$ cat config.mk
export PLATFORM = sky130hd
export DESIGN_NAME = dsi_byte_depacketizer
export DESIGN_NICKNAME = d
export VERILOG_FILES = /design/src/rtl/dsi_pkg.sv /design/src/rtl/dsi_rx_crc16.sv /design/src/rtl/dsi_byte_depacketizer.sv
export SDC_FILE = /design/constraint.sdc
export NUM_CORES = 1
export LEC_CHECK = 0
export ABC_AREA = 0
export BUFFER_PORTS_ARGS = -buffer_cell sky130_fd_sc_hd__clkbuf_2
export CAP_MARGIN = 10
export CORE_UTILIZATION = 40
export DETAILED_ROUTE_END_ITERATION = 10
export GPL_TIMING_DRIVEN = 0
export PLACE_DENSITY = 0.64
export SETUP_SLACK_MARGIN = 0.4
export SLEW_MARGIN = 20
export SYNTH_ARGS = -nofsm -noshare
export SYNTH_HDL_FRONTEND = slang
export SYNTH_SLANG_ARGS = --single-unit
export TNS_END_PERCENT = 10
$ cat constraint.sdc
create_clock -name byte_clk -period 4.2 [get_ports byte_clk]
set_clock_uncertainty 0.15 [all_clocks]
set_input_delay 1.05 -clock byte_clk [delete_from_list [all_inputs] [get_ports byte_clk]]
set_output_delay 1.05 -clock byte_clk [all_outputs]
set_load 0.005 [all_outputs]
$ cat src/rtl/dsi_pkg.sv
// Shared MIPI DSI definitions: data types, sync byte, header ECC and payload CRC helpers.
// Used by both the byte packetizer and the byte depacketizer.
package dsi_pkg;

  localparam logic [5:0] DT_VSS    = 6'h01;
  localparam logic [5:0] DT_HSS    = 6'h21;
  localparam logic [5:0] DT_EOTP   = 6'h08;
  localparam logic [5:0] DT_RGB888 = 6'h3E;
  localparam logic [7:0] SYNC_BYTE = 8'hB8;

  typedef enum logic [2:0] {
    ST_IDLE    = 3'd0,
    ST_SYNC    = 3'd1,
    ST_HDR     = 3'd2,
    ST_PAYLOAD = 3'd3,
    ST_CRC     = 3'd4,
    ST_SKIP    = 3'd5
  } rx_state_e;

  // Each parity bit covers the header bits selected by its row mask.
  function automatic logic [5:0] dsi_ecc(input logic [23:0] d);
    logic [5:0] p;
    p[0] = ^(d & 24'hF12CB7);
    p[1] = ^(d & 24'hF2555B);
    p[2] = ^(d & 24'h749A6D);
    p[3] = ^(d & 24'hB8E38E);
    p[4] = ^(d & 24'hDF03F0);
    p[5] = ^(d & 24'hEFFC00);
    return p;
  endfunction

  function automatic logic [15:0] crc16_byte(input logic [15:0] crc, input logic [7:0] data);
    logic [15:0] c;
    c = crc ^ {8'h00, data};
    for (int i = 0; i < 8; i++) begin
      if (c[0]) begin
        c = (c >> 1) ^ 16'h8408;
      end else begin
        c = c >> 1;
      end
    end
    return c;
  endfunction

  function automatic logic is_long_dt(input logic [5:0] dt);
    logic long_pkt;
    case (dt[3:0])
      4'h9, 4'hC, 4'hD, 4'hE: long_pkt = 1'b1;
      default:                long_pkt = 1'b0;
    endcase
    return long_pkt;
  endfunction

endpackage

$ cat src/rtl/dsi_rx_crc16.sv
// Running CRC-16/CCITT accumulator over payload bytes, with clear and enable.
module dsi_rx_crc16
  import dsi_pkg::*;
(
  input  logic        clk,
  input  logic        rst_n,
  input  logic        clr,
  input  logic        en,
  input  logic [7:0]  data,
  output logic [15:0] crc
);

  logic [15:0] crc_r;

  // Accumulator: restart on clear, fold in one byte per enable
  always_ff @(posedge clk or negedge rst_n) begin
    if (!rst_n) begin
      crc_r <= 16'hFFFF;
    end else if (clr) begin
      crc_r <= 16'hFFFF;
    end else if (en) begin
      crc_r <= crc16_byte(crc_r, data);
    end else begin
      crc_r <= crc_r;
    end
  end

  assign crc = crc_r;

endmodule

$ cat src/rtl/dsi_byte_depacketizer.sv
// Single-lane DSI byte receiver: header parse/ECC check, sync decode, RGB888 unpack.
// Payload checksum verification is built only when DSI_RX_CRC_CHECK_EN is defined.
module dsi_byte_depacketizer
  import dsi_pkg::*;
#(
  parameter logic [1:0] VC         = 2'd0,
  parameter logic [5:0] DT         = 6'h3E,
  parameter int         word_width = 24
) (
  input  logic                  byte_clk,
  input  logic                  reset_n,
  input  logic                  hs_active,
  input  logic                  byte_valid,
  input  logic [7:0]            byte_D0,
  output logic                  vsync,
  output logic                  hsync,
  output logic                  eotp,
  output logic                  pix_de,
  output logic [word_width-1:0] pix_data,
  output logic [5:0]            pkt_dt,
  output logic [15:0]           pkt_wc,
  output logic                  ecc_err,
  output logic                  crc_err,
  output logic                  pkt_abort
);

  rx_state_e             state_r;
  logic [1:0]            hdr_idx_r;
  logic [7:0]            di_r, wc_lo_r, wc_hi_r;
  logic [15:0]           remain_r;
  logic                  pix_pkt_r;
  logic [1:0]            rgb_idx_r;
  logic [7:0]            red_r, green_r;
  logic                  crc_idx_r;
  logic                  vsync_r, hsync_r, eotp_r, pix_de_r, ecc_err_r, pkt_abort_r;
  logic [word_width-1:0] pix_data_r;
  logic [5:0]            pkt_dt_r;
  logic [15:0]           pkt_wc_r;

  logic [15:0] wc_s;
  logic        ecc_ok_s;
  logic        vc_ok_s;

  assign wc_s     = {wc_hi_r, wc_lo_r};
  assign ecc_ok_s = (byte_D0 == {2'b00, dsi_ecc({wc_hi_r, wc_lo_r, di_r})});
  assign vc_ok_s  = (di_r[7:6] == VC);

  // Receive FSM: header parsing, payload unpacking and all registered pulses
  always_ff @(posedge byte_clk or negedge reset_n) begin
    if (!reset_n) begin
      state_r     <= ST_IDLE;
      hdr_idx_r   <= 2'd0;
      di_r        <= 8'd0;
      wc_lo_r     <= 8'd0;
      wc_hi_r     <= 8'd0;
      remain_r    <= 16'd0;
      pix_pkt_r   <= 1'b0;
      rgb_idx_r   <= 2'd0;
      red_r       <= 8'd0;
      green_r     <= 8'd0;
      crc_idx_r   <= 1'b0;
      vsync_r     <= 1'b0;
      hsync_r     <= 1'b0;
      eotp_r      <= 1'b0;
      pix_de_r    <= 1'b0;
      ecc_err_r   <= 1'b0;
      pkt_abort_r <= 1'b0;
      pix_data_r  <= '0;
      pkt_dt_r    <= 6'd0;
      pkt_wc_r    <= 16'd0;
    end else begin
      vsync_r     <= 1'b0;
      hsync_r     <= 1'b0;
      eotp_r      <= 1'b0;
      pix_de_r    <= 1'b0;
      ecc_err_r   <= 1'b0;
      pkt_abort_r <= 1'b0;
      if (!hs_active) begin
        // A lane dropping out of HS beats any byte presented in the same cycle.
        pkt_abort_r <= (state_r == ST_HDR) || (state_r == ST_PAYLOAD) || (state_r == ST_CRC);
        state_r     <= ST_IDLE;
      end else begin
        case (state_r)
          ST_IDLE: state_r <= ST_SYNC;
          ST_SYNC: begin
            if (byte_valid) begin
              hdr_idx_r <= 2'd0;
              state_r   <= (byte_D0 == SYNC_BYTE) ? ST_HDR : ST_SKIP;
            end
          end
          ST_HDR: begin
            if (byte_valid) begin
              hdr_idx_r <= hdr_idx_r + 2'd1;
              case (hdr_idx_r)
                2'd0: di_r    <= byte_D0;
                2'd1: wc_lo_r <= byte_D0;
                2'd2: wc_hi_r <= byte_D0;
                default: begin
                  if (!ecc_ok_s) begin
                    ecc_err_r <= 1'b1;
                    state_r   <= ST_SKIP;
                  end else begin
                    pkt_dt_r <= di_r[5:0];
                    pkt_wc_r <= wc_s;
                    if (is_long_dt(di_r[5:0])) begin
                      remain_r  <= wc_s;
                      rgb_idx_r <= 2'd0;
                      crc_idx_r <= 1'b0;
                      pix_pkt_r <= vc_ok_s && (di_r[5:0] == DT);
                      state_r   <= (wc_s == 16'd0) ? ST_CRC : ST_PAYLOAD;
                    end else begin
                      vsync_r <= vc_ok_s && (di_r[5:0] == DT_VSS);
                      hsync_r <= vc_ok_s && (di_r[5:0] == DT_HSS);
                      eotp_r  <= vc_ok_s && (di_r[5:0] == DT_EOTP);
                    end
                  end
                end
              endcase
            end
          end
          ST_PAYLOAD: begin
            if (byte_valid) begin
              remain_r <= remain_r - 16'd1;
              if (remain_r == 16'd1) begin
                state_r <= ST_CRC;
              end
              if (pix_pkt_r) begin
                case (rgb_idx_r)
                  2'd0: begin
                    red_r     <= byte_D0;
                    rgb_idx_r <= 2'd1;
                  end
                  2'd1: begin
                    green_r   <= byte_D0;
                    rgb_idx_r <= 2'd2;
                  end
                  default: begin
                    pix_data_r <= {red_r, green_r, byte_D0};
                    pix_de_r   <= 1'b1;
                    rgb_idx_r  <= 2'd0;
                  end
                endcase
              end
            end
          end
          ST_CRC: begin
            if (byte_valid) begin
              crc_idx_r <= ~crc_idx_r;
              if (crc_idx_r) begin
                state_r <= ST_HDR;
              end
            end
          end
          ST_SKIP: state_r <= ST_SKIP;
          default: state_r <= ST_IDLE;
        endcase
      end
    end
  end

`ifdef DSI_RX_CRC_CHECK_EN
  logic        crc_clr_s, crc_en_s, crc_byte_s;
  logic [15:0] crc_acc_s;
  logic [7:0]  crc_lo_r;
  logic        crc_err_r;

  // Accumulator control: restart on every header ECC byte, fold in payload bytes
  always_comb begin
    crc_clr_s  = 1'b0;
    crc_en_s   = 1'b0;
    crc_byte_s = 1'b0;
    if (hs_active && byte_valid) begin
      crc_clr_s  = (state_r == ST_HDR) && (hdr_idx_r == 2'd3);
      crc_en_s   = (state_r == ST_PAYLOAD);
      crc_byte_s = (state_r == ST_CRC);
    end else begin
      crc_clr_s  = 1'b0;
      crc_en_s   = 1'b0;
      crc_byte_s = 1'b0;
    end
  end

  dsi_rx_crc16 u_crc (
    .clk   (byte_clk),
    .rst_n (reset_n),
    .clr   (crc_clr_s),
    .en    (crc_en_s),
    .data  (byte_D0),
    .crc   (crc_acc_s)
  );

  // Checksum capture (LSB first) and compare on the MSB byte
  always_ff @(posedge byte_clk or negedge reset_n) begin
    if (!reset_n) begin
      crc_lo_r  <= 8'd0;
      crc_err_r <= 1'b0;
    end else begin
      crc_err_r <= 1'b0;
      if (crc_byte_s && !crc_idx_r) begin
        crc_lo_r <= byte_D0;
      end else if (crc_byte_s) begin
        crc_err_r <= ({byte_D0, crc_lo_r} != crc_acc_s);
      end else begin
        crc_lo_r <= crc_lo_r;
      end
    end
  end

  assign crc_err = crc_err_r;
`else
  assign crc_err = 1'b0;
`endif

  assign vsync     = vsync_r;
  assign hsync     = hsync_r;
  assign eotp      = eotp_r;
  assign pix_de    = pix_de_r;
  assign pix_data  = pix_data_r;
  assign pkt_dt    = pkt_dt_r;
  assign pkt_wc    = pkt_wc_r;
  assign ecc_err   = ecc_err_r;
  assign pkt_abort = pkt_abort_r;

endmodule

Word-level counts from Yosys, hierarchy flattened --
Cells that the tools add are included.
Word-level totals: register bits 117, word-level logic and storage cells 167, bits of input ports 12, output and inout port bits 53
Cells by class: add/sub/neg operators 2, eq/ne operators 35, bitwise logic cells 3, multiplexer cells 71, reduce and logical (&&, ||, !) cells 36
Operator list (count):
- $reduce_xor A24 Y1 | 6
- $mux W16 | 5
- $mux W1 | 40
- $mux W3 | 12
- $pmux W16 S2 | 1
- $reduce_and A5 Y1 | 4
- $ne A3 B3 Y1 const B | 6
- $pmux W3 S6 | 1
- $eq A16 B1 Y1 const B | 1
- $eq A4 B4 Y1 const B | 4
- $logic_not A16 Y1 | 1
- $mux W2 | 8
- $reduce_and A4 Y1 | 4
- $reduce_and A8 Y1 | 2
- $sub A16 B1 Y16 const B | 1
- $ne A2 B2 Y1 const B | 7
- $reduce_and A7 Y1 | 2
- $eq A6 B6 Y1 const B | 2
- $pmux W2 S2 | 3
- $eq A8 B6 Y1 | 1
- $eq A8 B8 Y1 const B | 1
- $eq A3 B2 Y1 const B | 2
- $eq A3 B3 Y1 const B | 2
- $eq A6 B1 Y1 const B | 1
- 19 further kinds | 30

Depth between registers and ports, before layout --
Gate-level depths: netlist (run 1).
word-level depth 14, gate-level depth with buffers 10, mapped depth without buffers 9

Worst setup path after synthesis (run 1) --
Ideal clock, no wire load.
kind input to register, start input port byte_D0[3], end register remain_r[11], path slack 0.953 ns, data arrival time 2.965 ns, required time 3.919 ns, setup time 0.131 ns, stages 9, cell sequence buf_1 > xnor2_1 > xnor3_1 > xnor2_2 > nand2_2 > o41a_4 > buf_6 > o31ai_2 > o21ai_1
On the way: word-level cells in the longest chain between the ends 3
Ends and longest elaborated chain:
- start, declared | RTL line dsi_byte_depacketizer.sv:14 | input logic [7:0] byte_D0,
- $eq A8 B6 Y1 | RTL line dsi_byte_depacketizer.sv:45 | assign ecc_ok_s = (byte_D0 == {2'b00, dsi_ecc({wc_hi_r, wc_lo_r, di_r})});
- $ne A2 B2 Y1 (no source line)
- $reduce_and A7 Y1 (no source line)
- end signal, assigned | RTL line dsi_byte_depacketizer.sv:106 | remain_r <= wc_s;
- end signal, assigned | RTL line dsi_byte_depacketizer.sv:123 | remain_r <= remain_r - 16'd1;
- end, declared | RTL line dsi_byte_depacketizer.sv:30 | logic [15:0] remain_r;
Every way passes these cells. A chain may end at the register's enable or synchronous reset.

Worst setup path in the final report (run 1) --
start register wc_hi_r[4], end register pkt_wc_r[12] (netlist: pkt_wc[12])
On the way: word-level cells in the longest chain between the ends 3
Ends and longest elaborated chain:
- start, declared | RTL line dsi_byte_depacketizer.sv:29 | logic [7:0] di_r, wc_lo_r, wc_hi_r;
- start signal, assigned | RTL line dsi_byte_depacketizer.sv:97 | 2'd2: wc_hi_r <= byte_D0;
- $reduce_xor A24 Y1 (on tied branches)
- $eq A8 B6 Y1 | RTL line dsi_byte_depacketizer.sv:45
- $reduce_and A5 Y1 (no source line)
- end signal, assigned | RTL line dsi_byte_depacketizer.sv:104 | pkt_wc_r <= wc_s;
- end, declared | RTL line dsi_byte_depacketizer.sv:38 | logic [15:0] pkt_wc_r;
Several ways; a longest one is shown, not always the timed one.

==> results of run 1 <==
worst reg2reg max path: cells and delay by family, from the launching register on:
kind | cells | cell delay [ps]
mux | 1 | 360
flops | 1 | 510
fa+ha+maj | 1 | 320
buf+inv | 2 | 400
simple gates | 2 | 670
xor+xnor | 3 | 1050
cell usage after synthesis (all sizes together), types with 9 or more instances:
master  count
dfrtp     117
o21ai      37
inv        33
nor3       17
xnor2      22
mux2       86
nand2      28
a21oi      17
nor2       25
ha         24
xnor3       9
clkbuf     15
through the flow:
step / hold slack (ps) / instances
final: 351 / 795
after global routing: 375 / 795
after CTS: 355 / 795
after detailed placement: 342 / 763
after global placement: 336 / 761
after floorplan: 327 / 517
layer usage:
metal	GRT usage (%)	vias up	wire, um
li1	-	1995	-
met1	24.5	2195	6090
met2	32.0	145	7010
met3	7.22	28	1140
met4	8.61	0	297
met5	0	-	0
worst max-delay path by stage:
stage	to	slack, ps	start	depth (start not counted)
final	pkt_wc[12]	620	wc_hi_r[4]	9
after global routing	pkt_wc[12]	490	wc_hi_r[6]	9
after CTS	pkt_wc[12]	640	wc_hi_r[4]	9
after detailed placement	pkt_wc[13]	270	byte_D0[3]	8
after global placement	green_r[5]	280	reset_n	1
after floorplan	remain_r[11]	950	byte_D0[3]	9
cell type report:
type,count,area share (%)
buffer,23,1.46
clock buffer,19,6.14
clock inverter,13,2.06
inverter,33,1.72
multi-input combinational,344,40.1
sequential,117,40.6
tap,184,3.19
timing repair buffer,62,4.77
where the power goes:
group / internal (mW) / leakage, nW / total, mW / switching [mW]
Combinational: 0.630 / 1.59 / 1.37 / 0.740
Clock: 0.896 / 0.281 / 1.45 / 0.552
Sequential: 1.26 / 1.60 / 1.42 / 0.156
Total: 2.79 / 3.47 / 4.23 / 1.45
registers in the layout (all words and copies together) (netlist names), 2 cells and up:
| signal | flops |
|---|---|
| pix_data | 24 |
| green_r | 8 |
| state_r | 3 |
| wc_hi_r | 8 |
| rgb_idx_r | 2 |
| red_r | 8 |
| pkt_wc | 16 |
| wc_lo_r | 8 |
| pkt_dt | 6 |
| remain_r | 16 |
| hdr_idx_r | 2 |
| di_r | 8 |
cell families after synthesis:
group                    Yosys count  share of synthesized area [%]
other                              1                         0.0621
XOR/XNOR                          35                           7.63
buffers and inverters             56                           3.79
multiplexers                      92                           17.0
flip-flops                       117                           48.5
AND/OR/NAND/NOR                  111                           9.43
adder cells (fa/ha/maj)           24                           4.98
AO/OA/AOI/OAI                     81                           8.54
==> results_dict.tcl, run 1 <==
set metrics [dict create \
    yosys_register_bits 117 \
    synth.top_cells.by_area "dfrtp_1, mux2_2, ha_1, xnor3_1, xnor2_1" \
    arrival_ps 3730 \
    yosysUniqueCellTypes 54 \
    grt_usage_pct 20.0 \
    violations "design-rule violations" \
    final.fill_count 1334 \
    postCtsSetupBuffers 0 \
    worst-path-max-fanout 10 \
    clk_root_buffer_cell "clkbuf_16" \
    critical_path.reg2reg.endpoint "pkt_wc[12]" \
    max-vdd-ir-drop_mv 0.329 \
    timing.slew.headroom_pct 40.9 \
    die-width_um 125 \
    detailedPlace.worstSlack_ps 265 \
    crit_path_cell_trace "inv_1 -> ha_1 -> xor3_1 -> xnor3_1 -> xnor2_2 -> nand2_2 -> nor4_4 -> buf_4 -> mux2_2" \
    post-synth-top-area-fraction_pct 48.5 \
    layout_common_cells "dfrtp_1, mux2_2, clkbuf_2" \
    cts.path.max_buffers 2 \
    area_used_by_multi_input_combinational_logic_um2 2890 \
    gr-total-overflow 0 \
    worst_hold_path.endpoint "red_r[4]" \
    cts_hold_buffers 0 \
    design.final.nets 634 \
    setup_total_negative_slack_ps 0 \
    worstSetupStartpointType "flip-flop" \
    p_total_mw 4.23 \
    syn_area_um2 6030 \
    dp_hpwl_mm 10.3 \
    num_vias 4363 \
    antennaDiodeCount 0 \
    post_cts.resized_instances 0 \
    timing.max_cap.violations 0 \
    cts.sink_count 117 \
    worstReg2RegStart "wc_hi_r[4]" \
    final_core_util_pct 49.3 \
    wire_length_of_the_first_global_routing_pass_mm 23.7 \
    layout-area-overhead-vs-synth_pct 19.6 \
    path_class "reg -> reg" \
    drc 2 \
    worstHoldStart "red_r[4]" \
    finalWorstPathRequiredPeriod_ps 3580 \
    detail_route.vias_per_cell 5.49 \
    wl_per_cell_um 18.3 \
    start_util_pct 41.2 \
    route.final.wire_length_mm 14.5 \
    max_freq_mhz 279 \
    worst_hold_path.num_cells 1 \
    post-route-cell-area_um2 7210 \
    cts_tree "built" \
    seq_area_um2 2930 \
    die-height_um 125 \
    least_setup_slack_across_all_paths_after_layout_ps 621 \
    buffer_ports.inserted 60 \
    antenna_found_initial 0 \
    gp_congestion 0.865 \
    clk-insertion-delay-late_ps 420 \
    power.static_leakage_nw 3.47 \
    timing.hold.worst.class "reg -> reg" \
    timing.critical_path.to_type "flip-flop" \
    finalSetupViolations 0 \
    layout_worst_path_cycle_share_pct 85.2 \
    floorplan.die_area_um2 15600 \
    num_rows 44 \
    hold_viol 0 \
    layout_commonest_cell "dfrtp_1" \
    final_antenna_net_count 0 \
    run_status "finished with violations" \
    timing.critical_path.slowest_stage_cell "nor4_4" \
    cts_htree_levels 4 \
    grt_start_max_net_pins 62 \
    number_of_global_route_vias_before_repair 4467 \
    cpLargestDelayFamily "XOR/XNOR gates" \
    synth.largest_area_cell "dfrtp_1" \
    core-area_um2 14600 \
    initialDrtViolationCount 213 \
    io_pins 65 \
    tritoncts.num_buffers 17 \
    share_of_layout_cells_above_drive_strength_1_pct 32.1 \
    firstDrtPassIters 8 \
    reg2reg_setup_slack_ps 620 \
    postSynth.asyncResetShare_pct 100 \
    placed_cell_area_um2 6620 \
    worstRegToRegCells 9 \
    worst-slew-pin-transition_ps 878 \
    timing.critical_path.slowest_cell_delay_ps 530 \
    worst-path-buf-inv 2 \
    cell_count_after_synthesis 517 \
    drv_slew 0 \
    synth_area_per_cell_um2 11.7 \
    cts.clk_slew.worst_paths_ps 60 \
    mappedNetlistNets 553 \
    synth_flop_cell "dfrtp_1" \
    rsz0062_at_grt "no" \
    synth_seq_area_share_pct 48.5 \
    yosysWarnings 0 \
    synth-edff-count 0 \
    critical_path_data_required_time_ps 4350 \
    power.density_cell_area_nw_per_um2 587 \
]
(Power assumes the default switching activity.)
==> run 2, diff against run 1 <==
Settings changed: BUFFER_PORTS_ARGS -buffer_cell sky130_fd_sc_hd__clkbuf_2 to -buffer_cell sky130_fd_sc_hd__buf_4.
==> run 2 against run 1 <==
The flow still finishes with violations (design-rule violations); hold slack improved by 0.68 ps; die area is the same; maximum frequency rose by 1.2%; register-to-register slack better by 40 ps; global-route usage rose by 0.52 points; cell count unchanged; sequential cell count did not move; clock power fell by 6%; clock-buffer cell count is 2 higher; sequential power about the same; first-iteration DRC count increased by 21%; core utilization rose by 0.79 points; highest routed layer unchanged.
==> results_dict.tcl, run 2 (synthesis results as in run 1) <==
set metrics [dict create \
    run_status "finished with violations" \
    violations "design-rule violations" \
    p_sw_mw 1.42 \
    antennaDiodeCount 0 \
    final.fill_count 1331 \
    wire_length_of_the_first_global_routing_pass_mm 24.2 \
    buffer_ports.inserted 60 \
    num_rows 44 \
    arrival_ps 3690 \
    crit_end "pkt_wc[12]" \
    worstRegToRegCells 9 \
    cpLargestDelayFamily "XOR/XNOR gates" \
    timing.critical_path.slowest_stage_cell "dfrtp_1" \
    drv_slew 0 \
    timing.hold.worst.class "reg -> reg" \
    number_of_global_route_vias_before_repair 4514 \
    final_antenna_net_count 0 \
    wl_per_cell_um 18.7 \
    path_class "reg -> reg" \
    worst-path-max-fanout 10 \
    post_cts.resized_instances 0 \
    core-area_um2 14600 \
    rsz0062_at_grt "no" \
    design.final.nets 634 \
    layout_worst_path_cycle_share_pct 84.2 \
    layout_common_cells "dfrtp_1, mux2_2, buf_4" \
    fraction_of_power_consumed_by_the_clock_network_pct 33.0 \
    crit_path_cell_trace "inv_1 -> ha_1 -> xor3_1 -> xnor3_1 -> xnor2_2 -> nand2_2 -> nor4_4 -> buf_4 -> mux2_2" \
    intPower_mw 2.75 \
    layout-area-overhead-vs-synth_pct 21.5 \
    combinationalPowerShare_pct 33.0 \
    tritoncts.num_buffers 17 \
    cts.sink_count 117 \
    firstDrtPassIters 7 \
    cts_hold_buffers 0 \
    die-width_um 125 \
    start_util_pct 41.2 \
    clk_root_buffer_cell "clkbuf_16" \
    clk-insertion-delay-late_ps 430 \
    share_of_layout_cells_above_drive_strength_1_pct 31.9 \
    finalWorstPathRequiredPeriod_ps 3540 \
    setup_total_negative_slack_ps 0 \
    swShare_pct 34.0 \
    power.density_cell_area_nw_per_um2 568 \
    worst-path-stages 9 \
    worstReg2RegStart "wc_hi_r[4]" \
    floorplan.die_area_um2 15600 \
    max_freq_mhz 283 \
    die-height_um 125 \
    cts.path.max_buffers 2 \
    drc 2 \
    num_vias 4355 \
    startpoint "wc_hi_r[4]" \
    cts_tree "built" \
    power.static_leakage_nw 3.50 \
    finalSetupViolations 0 \
    antenna_found_initial 0 \
    cts.clk_slew.worst_paths_ps 60 \
    reg2reg_setup_slack_ps 660 \
    largest_register_ffs 24 \
    hold_viol 0 \
    timing.critical_path.slowest_cell_delay_ps 510 \
    layout_commonest_cell "dfrtp_1" \
    worstSetupStartpointType "flip-flop" \
    worst-path-buf-inv 2 \
    initialDrtViolationCount 258 \
    timing.slew.headroom_pct 39.6 \
    cts_htree_levels 4 \
    postCtsSetupBuffers 0 \
    route.final.wire_length_mm 14.8 \
    grt_usage_pct 20.6 \
    share_seq_of_total_power_pct 34.0 \
    timing.critical_path.to_type "flip-flop" \
    timing.max_cap.violations 0 \
    gr-total-overflow 0 \
    worst-slew-pin-transition_ps 898 \
    grt_start_max_net_pins 67 \
    gp_congestion 0.867 \
    max-vdd-ir-drop_mv 0.347 \
    dp_hpwl_mm 10.6 \
    detail_route.vias_per_cell 5.48 \
    critical_path_data_required_time_ps 4350 \
    critical_path.reg2reg.endpoint "pkt_wc[12]" \
    p_total_mw 4.17 \
    io_pins 65 \
]
-- run 2: cell types whose count changed in the layout (fill, tap and decap cells not counted) --
| cell | before | now |
|---|---|---|
| clkbuf_1 | 16 | 17 |
| buf_6 | 1 | 2 |
| buf_4 | 4 | 63 |
| bufinv_16 | 2 | 1 |
| clkinv_2 | 1 | 3 |
| clkbuf_2 | 59 | 0 |
| inv_6 | 4 | 1 |
-- run 2: cell type report --
type	instances	area, um2	area share (%)
Tap cell	184	230	3.14
Clock inverter	11	103	1.40
Inverter	33	124	1.69
Sequential cell	117	2930	39.9
Multi-Input combinational cell	344	2890	39.4
Clock buffer	21	460	6.28
Timing Repair Buffer	62	489	6.67
Buffer	23	105	1.43
-- run 2: layer usage --
layer	up-vias	part of all wire (%)	global-route usage (%)	routed length, um
met3	23	5.5	5.97	816
met5	-	0	0	0
met4	0	1.6	7.03	233
met2	128	49	33.2	7210
li1	1993	-	-	-
met1	2211	44	26.4	6580
-- run 2: worst register-to-register path, cell delays in order, from the launching register on --
cell and delay [ps]:
dfrtp_1 510, inv_1 80, ha_1 310, xor3_1 450, xnor3_1 460, xnor2_2 150, nand2_2 140, nor4_4 500
buf_4 310, mux2_2 350
-- run 2: per-stage QoR --
step / instances / cell area, um2 / setup slack [ps] / utilization [%] / hold slack [ps]
2_1_floorplan: 517 / 6030 / 953 / - / 327
3_3_place_gp: 761 / 6720 / 295 / 45.9 / 337
3_5_place_dp: 763 / 6770 / 241 / 46.2 / 344
4_1_cts: 795 / 7330 / 579 / 50.1 / 358
5_1_grt: 795 / 7330 / 494 / 50.1 / 376
6_report: 795 / 7330 / 663 / 50.1 / 352
-- run 2: worst min path at each step --
| stage | start | end | depth (start not counted) |
|---|---|---|---|
| 3_3_place_gp | green_r[4] | green_r[4] | 1 |
| 6_report | green_r[0] | green_r[0] | 1 |
| 4_1_cts | pix_data[10] | pix_data[10] | 1 |
| 2_1_floorplan | red_r[0] | red_r[0] | 1 |
| 3_5_place_dp | green_r[7] | pix_data[15] | 1 |
| 5_1_grt | pkt_wc[4] | pkt_wc[4] | 1 |
-- run 2: power by group through the flow --
stage | Clock, mW | Combinational (mW) | Sequential [mW]
after floorplan | 0 | 1.07 | 1.38
after global placement | 0 | 1.32 | 1.43
after detailed placement | 0 | 1.37 | 1.43
after CTS | 1.39 | 1.38 | 1.42
after global routing | 1.45 | 1.50 | 1.44
final | 1.37 | 1.37 | 1.42
